--- config.mk ---
export PLATFORM = sky130hd
export DESIGN_NAME = seg_scan_mux
export DESIGN_NICKNAME = d
export VERILOG_FILES = /design/src/rtl/seg_pkg.sv /design/src/rtl/seg_prescaler.sv /design/src/rtl/seg_scan_mux.sv
export SDC_FILE = /design/constraint.sdc
export NUM_CORES = 1
export LEC_CHECK = 0
export BUFFER_PORTS_ARGS = -buffer_cell sky130_fd_sc_hd__buf_2
export CORE_ASPECT_RATIO = 0.9
export CORE_MARGIN = 2
export CORE_UTILIZATION = 45
export CTS_CLUSTER_DIAMETER = 50
export DETAILED_ROUTE_END_ITERATION = 8
export GPL_TIMING_DRIVEN = 0
export PLACE_DENSITY_LB_ADDON = 0.05
export SETUP_SLACK_MARGIN = 0.15
export SLEW_MARGIN = 10
export SYNTH_ARGS = -nofsm -noshare
export SYNTH_HDL_FRONTEND = slang
export SYNTH_HIERARCHICAL = 1
export SYNTH_SLANG_ARGS = --single-unit
--- constraint.sdc ---
create_clock -name Clk -period 3.1 [get_ports Clk]
set_clock_uncertainty 0.1 [all_clocks]
set_input_delay 0.62 -clock Clk [delete_from_list [all_inputs] [get_ports Clk]]
set_output_delay 0.62 -clock Clk [all_outputs]
set_load 0.01 [all_outputs]
--- src/rtl/seg_pkg.sv ---
// seg_pkg: shared constants and helpers for the 7-segment display blocks
package seg_pkg;
  localparam int DEF_REFRESH_DIV = 50000;
  localparam int DEF_BLANK_CYC = 2;
  localparam int MAX_DIGITS = 16;
  localparam logic [MAX_DIGITS-1:0] ANODE_OFF = '1;
  function automatic int clog2(input int n);
    int r;
    r = 1;
    while ((1 << r) < n) r++;
    return r;
  endfunction
endpackage

--- src/rtl/seg_prescaler.sv ---
// seg_prescaler: modulo-DIV counter with enable and terminal-count pulse
module seg_prescaler import seg_pkg::*; #(
  parameter int DIV = DEF_REFRESH_DIV
) (
  input  logic                   clk,
  input  logic                   rst_n,
  input  logic                   en,
  output logic [clog2(DIV)-1:0]  count,
  output logic                   tc
);
  localparam int W = clog2(DIV);
  assign tc = en && (count == W'(DIV - 1));
  always_ff @(posedge clk) begin
    if (!rst_n) count <= '0;
    else if (tc) count <= '0;
    else if (en) count <= count + 1'b1;
  end
endmodule

--- src/rtl/seg_scan_mux.sv ---
// seg_scan_mux: common-anode multi-digit 7-segment scan driver with
// frame-boundary commit of pending values and leading-zero blanking
module seg_scan_mux import seg_pkg::*; #(
  parameter int NUM_DIGITS  = 4,
  parameter int REFRESH_DIV = DEF_REFRESH_DIV,
  parameter int BLANK_CYC   = DEF_BLANK_CYC
) (
  input  logic                          Clk,
  input  logic                          Reset_n,
  input  logic                          Enable,
  input  logic                          Load,
  input  logic [4*NUM_DIGITS-1:0]       Value,
  input  logic [NUM_DIGITS-1:0]         DpMask,
  input  logic                          BlankLZ,
  output logic [3:0]                    Nibble,
  output logic [NUM_DIGITS-1:0]         AnodeN,
  output logic                          DpN,
  output logic [clog2(NUM_DIGITS)-1:0]  DigitIdx,
  output logic                          FrameTick,
  output logic                          Pending
);
  localparam int PW = clog2(REFRESH_DIV);
  localparam int DW = clog2(NUM_DIGITS);
  localparam logic [NUM_DIGITS-1:0] OFF = ANODE_OFF[NUM_DIGITS-1:0];
  logic [PW-1:0] ps;
  logic tc, wrap, show;
  logic [4*NUM_DIGITS-1:0] pend_val, disp_val;
  logic [NUM_DIGITS-1:0] pend_dp, disp_dp, zero_above;
  logic [3:0] cur_nib;

  seg_prescaler #(.DIV(REFRESH_DIV)) u_pre (
    .clk  (Clk),
    .rst_n(Reset_n),
    .en   (Enable),
    .count(ps),
    .tc   (tc)
  );

  always_ff @(posedge Clk) begin
    if (!Reset_n) begin
      DigitIdx  <= '0;
      FrameTick <= 1'b0;
    end else begin
      FrameTick <= wrap;
      if (tc) DigitIdx <= wrap ? '0 : DigitIdx + 1'b1;
    end
  end

  // commit uses the pending contents from before this edge's Load
  always_ff @(posedge Clk) begin
    if (!Reset_n) begin
      pend_val <= '0;
      pend_dp  <= '0;
      disp_val <= '0;
      disp_dp  <= '0;
      Pending  <= 1'b0;
    end else begin
      if (Load) begin
        pend_val <= Value;
        pend_dp  <= DpMask;
      end
      if (wrap && Pending) begin
        disp_val <= pend_val;
        disp_dp  <= pend_dp;
      end
      Pending <= Load || (Pending && !wrap);
    end
  end

  // zero_above[i]: nibbles N-1..i of the display are all zero
  for (genvar d = 0; d < NUM_DIGITS; d++) begin : g_lz
    if (d == NUM_DIGITS - 1) begin : g_top
      assign zero_above[d] = (disp_val[4*d +: 4] == 4'd0);
    end else begin : g_rest
      assign zero_above[d] = (disp_val[4*d +: 4] == 4'd0) && zero_above[d+1];
    end
  end

  always_comb begin
    wrap    = tc && (DigitIdx == DW'(NUM_DIGITS - 1));
    cur_nib = disp_val[{DigitIdx, 2'b00} +: 4];
    show    = Enable && (ps >= PW'(BLANK_CYC)) &&
              !(BlankLZ && (DigitIdx != '0) && zero_above[DigitIdx]);
  end

  always_ff @(posedge Clk) begin
    if (!Reset_n) begin
      AnodeN <= OFF;
      Nibble <= 4'd0;
      DpN    <= 1'b1;
    end else begin
      AnodeN <= show ? ~(NUM_DIGITS'(1) << DigitIdx) : OFF;
      Nibble <= show ? cur_nib : 4'd0;
      DpN    <= !(show && disp_dp[DigitIdx]);
    end
  end
endmodule
## After elaboration in Yosys (flattened, before gate mapping)

Index checks and enable logic that the tools add are counted.

| storage, ports and cells | value |
|---|---|
| flip-flop bits (word level) | 69 |
| logic and storage cells | 49 |

| operators by class | value |
|---|---|
| add/subtract/negate cells | 2 |
| muxes and demuxes | 5 |
| magnitude comparators | 2 |
| shift operators | 2 |
| reductions and logical operators | 23 |
| bitwise operators | 2 |
| eq/ne operators | 2 |

Operators by type and width:

| cell | count |
|---|---|
| 16-bit by 1-bit adder with 16-bit output, second input constant | 1 |
| 16-bit equality test, second input constant | 1 |
| 16-bit by 2-bit greater-or-equal comparator with 1-bit output, second input constant | 1 |
| 4-bit logical NOT | 4 |
| 16-bit by 5-bit indexed part select with 4-bit output | 1 |
| 1-bit logical AND | 12 |
| 1-bit binary-select mux with 2-bit select | 2 |
| 4-bit inverter | 1 |
| 1-bit by 2-bit << shifter with 4-bit output, first input constant | 1 |
| 1-bit logical NOT | 3 |
| 2-bit by 3-bit less-than comparator with 1-bit output, second input constant | 1 |
| 2-bit by 1-bit adder with 2-bit output, second input constant | 1 |
| 2-bit equality test, second input constant | 1 |
| 1-bit two-way mux | 2 |
| 2-bit two-way mux | 1 |
| 2-bit AND reduction | 1 |
| 2-bit nonzero test | 1 |
| 2-bit OR reduction | 1 |
| 1-bit logical OR | 1 |
| 1-bit inverter | 1 |

## Depth between registers and ports, before layout

| logic depth | value |
|---|---|
| depth in word-level cells | 11 |
| gate-level depth with buffers | 8 |
| mapped depth without buffers | 7 |

## By module

Netlist, hierarchy kept.

Modules (own cells, without submodules):

| module | area each (um^2) | cells each | instances | seq. area each (um^2) |
|---|---|---|---|---|
| seg_scan_mux | 2140.8 | 211 | 1 | 1061.0 |
| seg_prescaler | 760.7 | 88 | 1 | 320.3 |

## Worst setup path before layout

OpenSTA, ideal clock, no wires.

| timing path | value |
|---|---|
| kind | input to register |
| from | input Enable |
| to | register disp_dp[0] |
| arrival | 2.442 ns |
| path slack | 0.483 ns |
| buffers on the path | 2 |
| stages | 8 |
| setup time | 0.076 ns |
| required time | 2.924 ns |
| path through | buf_2 nand4_1 or4_2 nor2_1 and3_1 buf_2 nand2_1 a21boi_0 |

| between the ends | value |
|---|---|
| longest elaborated chain between the ends | 3 |

Ends and longest elaborated chain:

| element | line | source |
|---|---|---|
| from (decl) | seg_scan_mux.sv:10 | `input logic Enable,` |
| 1-bit logical AND | seg_prescaler.sv:12 | `assign tc = en && (count == W'(DIV - 1));` |
| named net tc | seg_scan_mux.sv:26 | `logic tc, wrap, show;` |
| 1-bit logical AND | seg_scan_mux.sv:80 | `wrap = tc && (DigitIdx == DW'(NUM_DIGITS - 1));` |
| 1-bit logical AND | seg_scan_mux.sv:62 | `if (wrap && Pending) begin` |
| to (signal assigned) | seg_scan_mux.sv:64 | `disp_dp <= pend_dp;` |
| to (decl) | seg_scan_mux.sv:28 | `logic [NUM_DIGITS-1:0] pend_dp, disp_dp, zero_above;` |

The timed path passes the listed nets, and every way through them passes these cells.
A chain may end at the register's enable or synchronous reset.

## Worst setup path in the final report

| timing path | value |
|---|---|
| from | register u_pre.count[0] |
| to | register disp_val[6] |

| between the ends | value |
|---|---|
| longest elaborated chain between the ends | 4 |

Ends and longest elaborated chain:

| element | line | source |
|---|---|---|
| from (decl) | seg_prescaler.sv:8 | `output logic [clog2(DIV)-1:0] count,` |
| from (signal assigned) | seg_prescaler.sv:16 | `else if (en) count <= count + 1'b1;` |
| 16-bit equality test | seg_prescaler.sv:12 |  |
| 1-bit logical AND | seg_prescaler.sv:12 |  |
| named net tc | seg_scan_mux.sv:26 |  |
| 1-bit logical AND | seg_scan_mux.sv:80 |  |
| 1-bit logical AND | seg_scan_mux.sv:62 |  |
| to (signal assigned) | seg_scan_mux.sv:63 | `disp_val <= pend_val;` |
| to (decl) | seg_scan_mux.sv:27 | `logic [4*NUM_DIGITS-1:0] pend_val, disp_val;` |

The timed path passes the listed nets, and every way through them passes these cells.

==> impl_metrics.toml <==
[run_status]
outcome = "completed"

[setup_path]
endpoint_kind = "register"
critPathArrivalTime_ns = 2.89
timing.critical_path.buf_inv = 1
critPathTopFamily = "simple AND/OR/NAND/NOR gates"
critical_path_required_ns = 3.27
crit_chain = "ha_1, nand4_1, or4_2, nor2_2, and3_1, buf_2, nand2_1, a21boi_0"
crit-reg2reg-launch = "u_pre/count[0]$_SDFFE_PP0P_"
largest_stage_delay_on_the_critical_path_ns = 0.73
crit_slowest_cell = "sky130_fd_sc_hd__or4_2"
worstSetupStartpoint = "u_pre/count[0]$_SDFFE_PP0P_"
crit_type = "reg -> reg"
crit_path_max_fanout = 10
start_kind = "register"

[drt]
viasPerCell = 5.034
vias = 2190
drtIter0Drc = 87
detailedRoute.firstPassIterationCount = 4
remaining_drc_errors = 0
drt.antenna.violating_nets = 0
wl_per_cell_um = 14.06
wirelength_mm = 6.114

[global_routing]
global_route.overflow_total = 0
grt_first_pass_wirelength_mm = 10.25
grt_max_degree = 12
grt_antenna_before_repair = 0
global_router_s_overall_resource_usage = 0.1941
number_of_global_route_vias_before_repair = 2088

[timing]
setup_ws_ns = 0.3786
final.min_clock_period_ns = 2.721
final-setup-viol-count = 0
min_period_over_period = 0.8779
max_freq_ghz = 0.3675
least_margin_pin_slew_ns = 0.4558
final_count_of_pins_violating_max_slew = 0
grt_setup_unrepaired = "no"
final_hold_viol_count = 0
timing.max_slew.rel_slack = 0.6962

[cts]
ctsRootBufferMaster = "sky130_fd_sc_hd__clkbuf_8"
maximum_clock_insertion_buffer_count = 2
tritoncts_clock_tree = "yes"
h-tree-depth = 3
cts.sink_count = 69
cts_resized = 0
post_cts_setup_buffer_count = 0
cts-hold-fix-buffers = 0
clock_latency_ns = 0.34
clk_pin_slew_worst_paths_ns = 0.06
cts_made_buffers = 9

[power_and_ir_drop]
powerDensity_nw_per_um2 = 494.9
irDropWorstVdd_mv = 0.2943
cellLeakagePower_nw = 1.249

[run]
maxCapViolCount = 0

[synth]
area_share_of_fa_ha_maj_cells_after_synthesis = 0.02156
synth_async_sr_flop_share = 0
synth-simple-area-share = 0.2329
synth-edff-count = 0
synth_top_family_by_area = "simple AND/OR/NAND/NOR gates"
post-synth-top-count-cell = "sky130_fd_sc_hd__dfxtp_1"
synth_flop_cell = "sky130_fd_sc_hd__dfxtp_1"
xor_xnor_cell_area_share_of_the_yosys_netlist = 0.03924
yosys.area.top_type_share = 0.4761
yosysWarningCount = 6
netlist.top_cell.by_area = "sky130_fd_sc_hd__dfxtp_1"
synth_compound_gate_area_share = 0.07762
syn-instance-count = 299
synth_top_cells_by_count = "sky130_fd_sc_hd__dfxtp_1, sky130_fd_sc_hd__nand2_1, sky130_fd_sc_hd__mux2i_1, sky130_fd_sc_hd__nor2b_1, sky130_fd_sc_hd__a21boi_0"
synth.yosys.seq_area_share = 0.4761
netlist_top_cells_area = "sky130_fd_sc_hd__dfxtp_1, sky130_fd_sc_hd__mux2i_1, sky130_fd_sc_hd__nand2_1"
syn-mean-instance-area_um2 = 9.704
synth.mux.area_fraction = 0.1194
synth-seq-cells = 69
netlist-cell-type-count = 33
mappedNetlistNets = 329
mappedNetlistArea_um2 = 2902

[worst_hold_path]
timing.hold.worst.start = "pend_val[2]$_SDFFE_PN0P_"
hp-class = "reg -> reg"

[placed_design]
place_worst_setup_slack_ns = -0.007472
post-dp-hpwl_mm = 4.522
routabilityCongestion = 0.8387
io_buffer_count = 36

[layout]
area_growth_syn_to_layout_pct = 15.83
utilization = 0.5436
proportion_of_layout_cells_with_a_drive_suffix_above_1 = 0.1897
antenna_cells_inserted = 0
filler_cell_count = 590
final_net_count = 376

[floorplanning]
row_count = 27
design.die.area_um2 = 7107
io_pins = 38
core-area_um2 = 6182
chipWidth_um = 88.64
initial_core_util = 0.4693
die-height_um = 80.18
## final cells by class
type	instances	area (um^2)	area share
Clock buffer	10	127.6	0.03797
Tap cell	87	108.9	0.03239
Inverter	5	18.77	0.005585
Timing Repair Buffer	36	180.2	0.05361
Buffer	15	77.57	0.02308
Sequential cell	69	1381	0.4110
Clock inverter	3	40.04	0.01191
Multi-Input combinational cell	210	1426	0.4244
## path summary, 6_finish.rpt
kind	to	slack, ns	cells after the start
max reg2reg	disp_val[6]$_SDFFE_PN0P_	0.38	8
min	disp_val[2]$_SDFFE_PN0P_	0.36	2
min reg2reg	disp_val[2]$_SDFFE_PN0P_	0.36	2
max	disp_val[6]$_SDFFE_PN0P_	0.38	8
## power by group
group / switching (mW) / total (mW) / internal [mW]
sequential: 0.0134 / 0.920 / 0.906
combinational: 0.0401 / 0.0837 / 0.0436
clock: 0.305 / 0.660 / 0.355
## per-layer routing
layer  wire length [um]  track usage  up-vias  share of wire
li1                   -            -     1117              -
met1               3097       0.2713     1010           0.51
met2               2569       0.2813       55           0.42
met3                376      0.06886        8          0.061
met4                 72      0.05455        0          0.012
met5                  0            0        -              0
## worst min-delay path: cells and delay by family (launching register included)
family	cells	cell delay [ns]
AOI/OAI and AO/OA	1	0.06
DFF	1	0.31
and+or+nand+nor	1	0.05
## sequential cells by signal, indices dropped and copies added, names as in the netlist
name and flops:
DpN 1, u_pre/count 16, FrameTick 1, DigitIdx 2, AnodeN 4, pend_val 16, Nibble 4, disp_dp 4
disp_val 16, Pending 1, pend_dp 4
## kinds of logic (layout without fill, tap and decap cells)
kind of cell	Yosys count	in the layout
AO/OA/AOI/OAI	29	29
XOR/XNOR	13	13
AND/OR/NAND/NOR	135	135
multiplexers	28	28
buffers and inverters	20	69
flip-flops	69	69
adder cells (fa/ha/maj)	5	5
## per-stage QoR
step	instances	TNS (ns)	cell area [um^2]	hold WS (ns)	power, mW
final	435	0	3361	0.3641	1.663
after global routing	435	0	3361	0.3894	1.733
after CTS	435	0	3358	0.3669	1.685
after detailed placement	422	-0.007920	3191	0.3587	1.025
after global placement	422	0	3191	0.3542	1.022
after floorplan	299	0	2902	0.3402	0.9898
## layout by cell type, fill, tap and decap left out, types with 4 or more instances in the layout
cell type / count
sky130_fd_sc_hd__nor3_1: 5
sky130_fd_sc_hd__inv_1: 5
sky130_fd_sc_hd__mux4_2: 4
sky130_fd_sc_hd__nor2b_1: 23
sky130_fd_sc_hd__nand2_1: 51
sky130_fd_sc_hd__xnor2_1: 11
sky130_fd_sc_hd__nand4_1: 6
sky130_fd_sc_hd__a21boi_0: 20
sky130_fd_sc_hd__mux2i_1: 23
sky130_fd_sc_hd__clkbuf_8: 9
sky130_fd_sc_hd__a21oi_1: 4
sky130_fd_sc_hd__dfxtp_1: 69
sky130_fd_sc_hd__nor2_1: 17
sky130_fd_sc_hd__buf_2: 41
sky130_fd_sc_hd__nor4_1: 10
sky130_fd_sc_hd__and2_1: 5
sky130_fd_sc_hd__nand3_1: 9
sky130_fd_sc_hd__clkbuf_1: 9
sky130_fd_sc_hd__ha_1: 5
No activity file was read; power rests on OpenSTA's default activity.
